--- src/rtl/mips_multicycle_ctrl.sv ---
// Moore main-control FSM sequencing the shared multicycle MIPS datapath.
// Optional macro BNE_EN adds the BNEEX state (code 12) for opcode 000101.
module mips_multicycle_ctrl #(
  parameter bit USE_MEM_READY = 1'b1
) (
  input  logic       clk,
  input  logic       reset,
  input  logic [5:0] opcode,
  input  logic       zero,
  input  logic       mem_ready,
  output logic       mem_read,
  output logic       mem_write,
  output logic       iord,
  output logic       ir_write,
  output logic       pc_write,
  output logic       branch,
  output logic       pc_en,
  output logic [1:0] pcsrc,
  output logic       alusrca,
  output logic [1:0] alusrcb,
  output logic [1:0] aluop,
  output logic       regdst,
  output logic       memtoreg,
  output logic       reg_write,
  output logic       illegal_op,
  output logic [3:0] state_out
);

  typedef enum logic [3:0] {
    FETCH   = 4'd0,
    DECODE  = 4'd1,
    MEMADR  = 4'd2,
    MEMRD   = 4'd3,
    MEMWB   = 4'd4,
    MEMWR   = 4'd5,
    RTYPEEX = 4'd6,
    RTYPEWB = 4'd7,
    BEQEX   = 4'd8,
    ADDIEX  = 4'd9,
    ADDIWB  = 4'd10,
`ifdef BNE_EN
    BNEEX   = 4'd12,
`endif
    JEX     = 4'd11
  } state_t;

  localparam logic [5:0] OP_LW    = 6'b100011;
  localparam logic [5:0] OP_SW    = 6'b101011;
  localparam logic [5:0] OP_RTYPE = 6'b000000;
  localparam logic [5:0] OP_BEQ   = 6'b000100;
  localparam logic [5:0] OP_ADDI  = 6'b001000;
  localparam logic [5:0] OP_J     = 6'b000010;
`ifdef BNE_EN
  localparam logic [5:0] OP_BNE   = 6'b000101;
`endif

  state_t state;
  logic   mem_rdy;
  logic   op_known;
  logic   branch_cond;

  // Zero-wait builds tie the handshake off so every access completes at once.
  assign mem_rdy   = USE_MEM_READY ? mem_ready : 1'b1;
  assign state_out = reset ? 4'd0 : state;

  always_comb begin
    op_known = 1'b0;
    case (opcode)
      OP_LW, OP_SW, OP_RTYPE, OP_BEQ, OP_ADDI, OP_J: op_known = 1'b1;
`ifdef BNE_EN
      OP_BNE: op_known = 1'b1;
`endif
      default: op_known = 1'b0;
    endcase
  end

  always_ff @(posedge clk) begin
    if (reset) begin
      state <= FETCH;
    end else begin
      case (state)
        FETCH:   if (mem_rdy) state <= DECODE;
        DECODE: begin
          case (opcode)
            OP_LW, OP_SW: state <= MEMADR;
            OP_RTYPE:     state <= RTYPEEX;
            OP_BEQ:       state <= BEQEX;
            OP_ADDI:      state <= ADDIEX;
            OP_J:         state <= JEX;
`ifdef BNE_EN
            OP_BNE:       state <= BNEEX;
`endif
            default:      state <= FETCH;
          endcase
        end
        MEMADR:  state <= (opcode == OP_LW) ? MEMRD : MEMWR;
        MEMRD:   if (mem_rdy) state <= MEMWB;
        MEMWR:   if (mem_rdy) state <= FETCH;
        RTYPEEX: state <= RTYPEWB;
        ADDIEX:  state <= ADDIWB;
        default: state <= FETCH;
      endcase
    end
  end

  always_comb begin
    mem_read    = 1'b0;
    mem_write   = 1'b0;
    iord        = 1'b0;
    ir_write    = 1'b0;
    pc_write    = 1'b0;
    branch      = 1'b0;
    branch_cond = 1'b0;
    pcsrc       = 2'b00;
    alusrca     = 1'b0;
    alusrcb     = 2'b00;
    aluop       = 2'b00;
    regdst      = 1'b0;
    memtoreg    = 1'b0;
    reg_write   = 1'b0;
    illegal_op  = 1'b0;
    case (state)
      FETCH: begin
        mem_read = 1'b1;
        alusrcb  = 2'b01;
        ir_write = mem_rdy;
        pc_write = mem_rdy;
      end
      DECODE: begin
        alusrcb    = 2'b11;
        illegal_op = ~op_known;
      end
      MEMADR: begin
        alusrca = 1'b1;
        alusrcb = 2'b10;
      end
      MEMRD: begin
        iord     = 1'b1;
        mem_read = 1'b1;
      end
      MEMWB: begin
        memtoreg  = 1'b1;
        reg_write = 1'b1;
      end
      MEMWR: begin
        iord      = 1'b1;
        mem_write = 1'b1;
      end
      RTYPEEX: begin
        alusrca = 1'b1;
        aluop   = 2'b10;
      end
      RTYPEWB: begin
        regdst    = 1'b1;
        reg_write = 1'b1;
      end
      BEQEX: begin
        alusrca     = 1'b1;
        aluop       = 2'b01;
        pcsrc       = 2'b01;
        branch      = 1'b1;
        branch_cond = zero;
      end
`ifdef BNE_EN
      BNEEX: begin
        alusrca     = 1'b1;
        aluop       = 2'b01;
        pcsrc       = 2'b01;
        branch      = 1'b1;
        branch_cond = ~zero;
      end
`endif
      ADDIEX: begin
        alusrca = 1'b1;
        alusrcb = 2'b10;
      end
      ADDIWB: reg_write = 1'b1;
      JEX: begin
        pcsrc    = 2'b10;
        pc_write = 1'b1;
      end
      default: ;
    endcase
    // Reset presents the FETCH datapath selects with every enable squashed.
    if (reset) begin
      mem_read   = 1'b0;
      mem_write  = 1'b0;
      iord       = 1'b0;
      ir_write   = 1'b0;
      pc_write   = 1'b0;
      branch     = 1'b0;
      pcsrc      = 2'b00;
      alusrca    = 1'b0;
      alusrcb    = 2'b01;
      aluop      = 2'b00;
      regdst     = 1'b0;
      memtoreg   = 1'b0;
      reg_write  = 1'b0;
      illegal_op = 1'b0;
    end
    pc_en = pc_write | (branch & branch_cond);
  end

endmodule

--- config.mk ---
export PLATFORM = sky130hd
export DESIGN_NAME = mips_multicycle_ctrl
export DESIGN_NICKNAME = d
export VERILOG_FILES = /design/src/rtl/mips_multicycle_ctrl.sv
export SDC_FILE = /design/constraint.sdc
export NUM_CORES = 1
export LEC_CHECK = 0
export BUFFER_PORTS_ARGS = -buffer_cell sky130_fd_sc_hd__buf_4
export CAP_MARGIN = 20
export CORE_AREA = 2 2 39 41
export DETAILED_ROUTE_END_ITERATION = 7
export DIE_AREA = 0 0 41 43
export PLACE_DENSITY_LB_ADDON = 0.05
export SYNTH_ARGS = -nofsm -noshare
export SYNTH_HDL_FRONTEND = slang
export SYNTH_SLANG_ARGS = --single-unit
--- constraint.sdc ---
create_clock -name clk -period 4.3 [get_ports clk]
set_clock_uncertainty 0.2 [all_clocks]
set_input_delay 0.43 -clock clk [delete_from_list [all_inputs] [get_ports clk]]
set_output_delay 0.43 -clock clk [all_outputs]
set_load 0.1 [all_outputs]
After elaboration in Yosys (flattened, before gate mapping)
Index checks and enable logic that the tools add are counted.
- bits in registers: 4
- output and inout bits: 22
- word-level logic and storage cells: 70
- equality and inequality tests: 19
- mux-type cells: 37
- bitwise gates (word level): 3
- reduce and logical (&&, ||, !) cells: 10
- operators with widths (kind ; count):
    $pmux W4 S7 ; 1
    $mux W1 ; 23
    $pmux W4 S5 ; 1
    $eq A4 B3 Y1 const B ; 4
    $eq A4 B4 Y1 const B ; 4
    $mux W4 ; 4
    $eq A6 B6 Y1 const B ; 2
    $eq A4 B2 Y1 const B ; 2
    $pmux W2 S2 ; 2
    $reduce_or A2 Y1 ; 4
    $eq A6 B2 Y1 const B ; 1
    $eq A6 B3 Y1 const B ; 1
    $eq A6 B4 Y1 const B ; 1
    $logic_not A6 Y1 ; 1
    $mux W2 ; 3
    $ne A2 B2 Y1 const B ; 3
    $pmux W2 S3 ; 1
    $reduce_or A6 Y1 ; 1
    $eq A4 B1 Y1 const B ; 1
    $logic_not A4 Y1 ; 1
    $reduce_or A4 Y1 ; 1
    $mux W3 ; 1
    $reduce_and A3 Y1 ; 1
    $reduce_or A3 Y1 ; 1
    4 further kinds ; 4

Logic depth before layout (Yosys ltp)
Gate-level depths: netlist (run 1).
- depth in word-level cells: 6
- gate-level depth with buffers: 5
- depth with buffers taken out: 4

Least setup slack after synthesis (run 1)
Ideal clock, no wire load.
- path type: reg-to-output
- from: register state[3]
- to: output pc_en
- data arrival time: 3.736 ns
- required time: 3.670 ns
- slack: -0.066 ns
- stages on the path, launching flop included: 5
- cells stage by stage: dfxtp_1 > clkbuf_1 > nand2_1 > nor3_1 > a21o_1
- longest elaborated chain between the ends: 5
- elaborated cells on any way between the ends: 10
- classes of those cells: eq/ne: 2; mux: 5; bitwise: 2; reduce/logical: 1
- RTL lines (what ; line ; text):
    start: declaration ; 57 ; state_t state;
    start signal: assignment ; 96 ; MEMADR: state <= (opcode == OP_LW) ? MEMRD : MEMWR;
    $eq A4 B4 Y1 ; 122 ; case (state)
    $mux W1 ; 122 ;
    $mux W1 ; 185 ; if (reset) begin
    via branch ; 16 ; output logic branch,
    $and A1 B1 Y1 ; 201 ; pc_en = pc_write | (branch & branch_cond);
    $or A1 B1 Y1 ; 201 ;
    end: declaration ; 17 ; output logic pc_en,
The timed path passes the listed nets, and every way through them passes these cells.

Worst setup path in the final report (run 1)
- from: register state[2]
- to: output memtoreg
- longest elaborated chain between the ends: 3
- RTL lines (what ; line ; text):
    $eq A4 B3 Y1 ; 122 ;
    $mux W1 ; 122 ;
    $mux W1 ; 185 ;
    end: declaration ; 23 ; output logic memtoreg,
Every way passes these cells.

==> metrics.cfg, run 1 <==
[cells_and_area]
fin_util_pct=60.2
n_fill_cell=140
biggestRegsByFlops=state: 4 flops
final_nets=127
final_cell_count_no_fill=131
seqCellArea_um2=80.1
top_register=state
area_delta_synth_final_pct=41.1
multiInputGateArea_um2=463
antenna_cells=0
design_area_um2=833
drive_gt1_share_pct=33.0
largest_reg_flops=4

[synth]
synth_top_cells_by_area=dfxtp_1, nor2_1, nor3_1, nand2b_1, nor2b_1
synth.yosys.seq_area_share_pct=13.6
ys_ff_latch=4
synth.most_common_cell=nor2_1
synth-edff-count=0
synth_area_um2=591
syn-num-nets=99
synth_top_area_share_pct=13.6
synthArstFlopShare_pct=0
synth_warnings=0
synth_cell_types=40
yosys.area.top_type=dfxtp_1
post_synth.cell_area_avg_um2=6.64
syn_inst=89
synth_ff_type=dfxtp_1
yosys-top-cells-count=nor2_1, nor3_1, nand2_1

[floorplanning]
die_h_um=43
initial_core_util_pct=42.7
num_rows=14
ios=32
dieWidth_um=41
die-area_um2=1760
core-area_um2=1380

[cts]
post_cts_resized=0
tritoncts=done
clockBufferDepth=2
cts_sinks=4
ctsHoldBuffers=0
cts_setup_buffers=0
cts-buffers-inserted=3
clk_pin_slew_ns=0.04
clock_latency_ns=0.25
cts_root_buf=clkbuf_4
htree_levels=1

[global_route]
grt_pass1_wl_um=2880
grt_max_degree=19
grt_overflow_total=0
grt_pass1_vias=638
grtUsageTotal_pct=23.1
antenna_found_initial=0

[timing]
fin_crit_sh_pct=62.1
setup_ws_ns=1.63
rsz0062_at_grt=false
hold_viol_final=0
tightest_slew_ns=0.495
hold_slack_ns=0.212
period_needed_ns=2.67
max_freq_mhz=374
slew_headroom_pct=67.0
setup_violations=0
final_max_slew_viol_count=0
timing.setup.tns_ns=0

[setup_path]
crit_path_end_kind=output port
crit_buf_inv=2
reg2reg_depth=4
r2r_setup_slack_ns=2.42
regToRegStartpoint=state[1]$_SDFFE_PP0P_
slowest_stage=dfxtp_1
cp_cell_sequence=clkinv_1 > or3_1 > nor2_1 > buf_4
crit_type=reg2out
startpoint_type=register
required_ns=3.67
critPathMaxStageDelay_ns=0.54
reg2reg_to=state[1]$_SDFFE_PP0P_
cp_max_fo=11
crit_arrival_ns=2.04
path_delay_family=buffers and inverters

[run]
maxCapViolCount=0

[worst_hold_path]
holdPathEnd=state[0]$_SDFFE_PP0P_
hold_depth=2
min_from=mem_ready
holdCritPathClass=in2reg

[status]
status=finished clean

[place]
portBuffers=31
placed_area_um2=811
post-place-cells=128
place_hpwl_um=1300
dp_slack_ns=1.88
gp_congestion=0.847

[routing]
drc_errors=0
antenna_left=0
num_vias=752
via_per_inst=5.74
drt_first_pass_iters=4
dr.first_iter.drc_count=15
wl_um=1760
post_drt_wl_per_cell_um=13.4

[power_and_ir_drop]
powerDensity_nw_per_um2=203
power_mw=0.169
p_leak_nw=0.380
peakVddDrop_v=0.000107

==> metal layers <==
metal	track usage (%)	up-vias	wire (um)
met3	3.14	2	109
met4	8.00	0	8
met5	0	-	0
li1	-	380	-
met1	32.2	335	814
met2	35.0	35	823
==> layout make-up <==
class                      instances  area share, %
sequential                         4           9.61
tap                               16           2.40
clock buffer                       3           2.70
timing repair buffer              31           27.9
inverter                           4           1.80
multi-input combinational         73           55.6
==> cell families (layout without fill, tap and decap cells) <==
| family | after synthesis | in the layout | synth area share [%] |
|---|---|---|---|
| compound gates | 25 | 25 | 31.1 |
| buf+inv | 12 | 38 | 9.95 |
| flops | 4 | 4 | 13.6 |
| mux | 1 | 1 | 1.91 |
| simple gates | 44 | 44 | 39.0 |
| xor+xnor | 3 | 3 | 4.45 |
==> how the worst max path moves through the flow <==
stage	start	end	slack, ns	cells past startpoint
3_3_place_gp	state[2]$_SDFFE_PP0P_	aluop[1]	1.89	4
6_report	state[2]$_SDFFE_PP0P_	memtoreg	1.63	4
2_1_floorplan	state[3]$_SDFFE_PP0P_	pc_en	0.16	5
3_5_place_dp	state[2]$_SDFFE_PP0P_	memtoreg	1.88	4
4_1_cts	state[2]$_SDFFE_PP0P_	memtoreg	1.62	4
5_1_grt	state[2]$_SDFFE_PP0P_	aluop[1]	1.52	4
==> layout by cell type (no fill, tap or decap), types with 3 or more instances in the layout <==
master / n
o21ai_0: 4
nor3_1: 7
nor2_1: 11
nor2b_1: 4
a21oi_1: 4
nand2_1: 5
clkbuf_4: 3
nand3_1: 3
inv_1: 3
nand2b_1: 4
buf_4: 31
dfxtp_1: 4
==> where the power goes <==
part | leakage, nW | total, mW | switching [mW] | internal [mW]
Combinational | 0.334 | 0.0763 | 0.0554 | 0.0209
Clock | 0.0138 | 0.0507 | 0.0193 | 0.0315
Sequential | 0.0325 | 0.0418 | 0.00343 | 0.0383
Total | 0.380 | 0.169 | 0.0781 | 0.0908
Note: power is estimated with default switching activity, not from simulation.
==> run 2, diff against run 1 <==
--- a/config.mk
+++ b/config.mk
@@ -5,11 +5,12 @@
 export SDC_FILE = /design/constraint.sdc
 export NUM_CORES = 1
 export LEC_CHECK = 0
+export ABC_AREA = 1
 export BUFFER_PORTS_ARGS = -buffer_cell sky130_fd_sc_hd__buf_4
 export CAP_MARGIN = 20
-export CORE_AREA = 2 2 39 41
+export CORE_MARGIN = 2
+export CORE_UTILIZATION = 42
 export DETAILED_ROUTE_END_ITERATION = 7
-export DIE_AREA = 0 0 41 43
 export PLACE_DENSITY_LB_ADDON = 0.05
 export SYNTH_ARGS = -nofsm -noshare
 export SYNTH_HDL_FRONTEND = slang
==> constraint.sdc (replaced) <==
create_clock -name clk -period 2.62 [get_ports clk]
set_clock_uncertainty 0.2 [all_clocks]
set_input_delay 0.262 -clock clk [delete_from_list [all_inputs] [get_ports clk]]
set_output_delay 0.262 -clock clk [all_outputs]
set_load 0.1 [all_outputs]
==> metrics.cfg, run 2 <==
[routing]
drt_first_pass_iters=4  ; unchanged
dr.first_iter.drc_count=12  ; was 15
via_per_inst=4.86  ; was 5.74
num_vias=778  ; was 752
antenna_left=0  ; unchanged
post_drt_wl_per_cell_um=9.33  ; was 13.4 um
drc_errors=0  ; unchanged
wl_um=1490  ; was 1760 um

[floorplanning]
dieWidth_um=40.8  ; was 41 um
core-area_um2=1280  ; was 1380 um^2
die-area_um2=1670  ; was 1760 um^2
ios=32  ; unchanged
die_h_um=40.8  ; was 43 um
initial_core_util_pct=44.3  ; was 42.7%
num_rows=13  ; was 14

[timing]
timing.setup.tns_ns=0  ; unchanged
period_needed_ns=2.05
max_freq_mhz=487
rsz0062_at_grt=false  ; unchanged
tightest_slew_ns=0.301  ; was 0.495 ns
fin_crit_sh_pct=78.4
final_max_slew_viol_count=0  ; unchanged
slew_headroom_pct=79.9  ; was 67.0%
hold_viol_final=0  ; unchanged
setup_violations=0  ; unchanged

[cts]
htree_levels=1  ; unchanged
ctsHoldBuffers=0  ; unchanged
cts_setup_buffers=0  ; unchanged
clk_pin_slew_ns=0.04  ; about the same
post_cts_resized=0  ; unchanged
cts_root_buf=clkbuf_4  ; unchanged
cts_sinks=4  ; unchanged
cts-buffers-inserted=3  ; unchanged
clock_latency_ns=0.24  ; was 0.25 ns
tritoncts=done  ; unchanged
clockBufferDepth=2  ; unchanged

[synth]
synth_area_um2=569  ; was 591 um^2
synth_top_area_share_pct=17.1  ; was 13.6%
yosys.area.top_type=nand2_1  ; was dfxtp_1
post_synth.cell_area_avg_um2=5.04  ; was 6.64 um^2
ys_ff_latch=4  ; unchanged
synth_top_cells_by_area=nand2_1, nor2_1, dfxtp_1, nand3_1, inv_1  ; was dfxtp_1, nor2_1, nor3_1, nand2b_1, nor2b_1
synth.most_common_cell=nand2_1  ; was nor2_1
synth_ff_type=dfxtp_1  ; unchanged
synth_warnings=0  ; unchanged
synth.yosys.seq_area_share_pct=14.1  ; was 13.6%
yosys-top-cells-count=nand2_1, nor2_1, inv_1  ; was nor2_1, nor3_1, nand2_1
synth-edff-count=0  ; unchanged
synthArstFlopShare_pct=0  ; unchanged
syn-num-nets=123  ; was 99
syn_inst=113  ; was 89
synth_cell_types=20  ; was 40

[cells_and_area]
layout_commonest_cell=buf_4  ; unchanged
largest_reg_flops=4  ; unchanged
antenna_cells=0  ; unchanged
top_register=state  ; unchanged
final_cell_count_no_fill=160  ; was 131
drive_gt1_share_pct=36.6  ; was 33.0%
biggestRegsByFlops=state: 4 flops  ; unchanged
final_cell_mix=buf_4, nand2_1, nor2_1, inv_1, nand3_1  ; was buf_4, nor2_1, nor3_1, nand2_1
final_nets=157  ; was 127
area_delta_synth_final_pct=51.6  ; was 41.1%

[place]
post-place-cells=157  ; was 128
gp_congestion=0.842  ; was 0.847
place_hpwl_um=1280  ; was 1300 um
portBuffers=31  ; unchanged

[setup_path]
startpoint_type=register  ; unchanged
cp_cell_sequence=nor2_1 > nand2_1 > inv_1 > nand3_2 > o21ai_4 > a21o_1 > buf_4  ; was clkinv_1 > or3_1 > nor2_1 > buf_4
crit_type=reg2out  ; unchanged
cp_max_fo=7  ; was 11
crit_path_end_kind=output port  ; unchanged
critPathMaxStageDelay_ns=0.37  ; was 0.54 ns
crit_arrival_ns=1.59  ; was 2.04 ns
slowest_stage=dfxtp_1  ; unchanged
required_ns=2.16  ; was 3.67 ns

[global_route]
grt_pass1_vias=598  ; was 638
antenna_found_initial=0  ; unchanged
grt_max_degree=16  ; was 19
grt_overflow_total=0  ; unchanged
grt_pass1_wl_um=2400  ; was 2880 um
grtUsageTotal_pct=22.0  ; was 23.1%

[run]
maxCapViolCount=0  ; unchanged

[worst_hold_path]
holdCritPathClass=in2reg  ; unchanged

[power_and_ir_drop]
p_leak_nw=0.495  ; was 0.380 nW
power_mw=0.327  ; was 0.169 mW
peakVddDrop_v=0.000280  ; was 0.000107 V
powerDensity_nw_per_um2=378  ; was 203 nW/um^2

[status]
status=finished clean  ; unchanged

## run 2: cell count changes in the layout (fill, tap and decap cells not counted), sizes merged, moves of 2 or more
cell	change
nor3	-8
nor2b	-4
nor4	-3
nand2b	-4
o31ai	-2
a21oi	-2
nand2	+24
nor2	+19
xor2	-2
a21boi	-2
inv	+17
nand3	+12
## run 2: final timing paths
path,to,slack (ns),startpoint,cells past startpoint
min,state[3]$_SDFFE_PP0P_,0.14,reset,2
max,pc_en,0.57,state[1]$_SDFFE_PP0P_,7
max reg2reg,state[0]$_SDFFE_PP0P_,1.20,state[2]$_SDFFE_PP0P_,7
min reg2reg,state[3]$_SDFFE_PP0P_,0.44,state[2]$_SDFFE_PP0P_,3
## run 2: cell families after synthesis
group	Yosys count	share of synthesized area, %
AO/OA/AOI/OAI	10	11.2
buffers and inverters	23	15.8
flip-flops	4	14.1
AND/OR/NAND/NOR	76	58.9
## run 2: final cells by class
| cell class | instances | area (um^2) |
|---|---|---|
| inverter | 21 | 82.6 |
| multi-input combinational | 86 | 427 |
| tap | 15 | 18.8 |
| clock buffer | 3 | 22.5 |
| fill | 136 | 422 |
| timing repair buffer | 31 | 233 |
| sequential | 4 | 80.1 |
## run 2: through the flow
stage / hold slack [ns] / setup WS (ns) / area, um^2 / utilization, %
floorplan: 0.283 / -0.437 / 601 / -
detailed placement: 0.384 / 0.828 / 841 / 65.4
global placement: 0.376 / 0.846 / 841 / 65.4
CTS: 0.128 / 0.558 / 863 / 67.2
finish: 0.138 / 0.566 / 863 / 67.2
global route: 0.150 / 0.451 / 863 / 67.2
## run 2: power by group
group	internal, mW	switching, mW
Combinational	0.0428	0.135
Clock	0.0515	0.0284
Sequential	0.0644	0.00506
Total	0.159	0.168
## run 2: metal layers
| metal | up-vias | wire (um) | GRT usage [%] |
|---|---|---|---|
| li1 | 418 | - | - |
| met1 | 334 | 721 | 26.4 |
| met2 | 22 | 646 | 35.2 |
| met3 | 4 | 87 | 5.43 |
| met4 | 0 | 36 | 12.5 |
| met5 | - | 0 | 0 |
## run 2: critical path, delay by kind of cell, from the launching register on
kind	cells	cell delay, ns
and+or+nand+nor	3	0.44
DFF	1	0.37
buffers and inverters	2	0.36
AOI/OAI and AO/OA	2	0.18
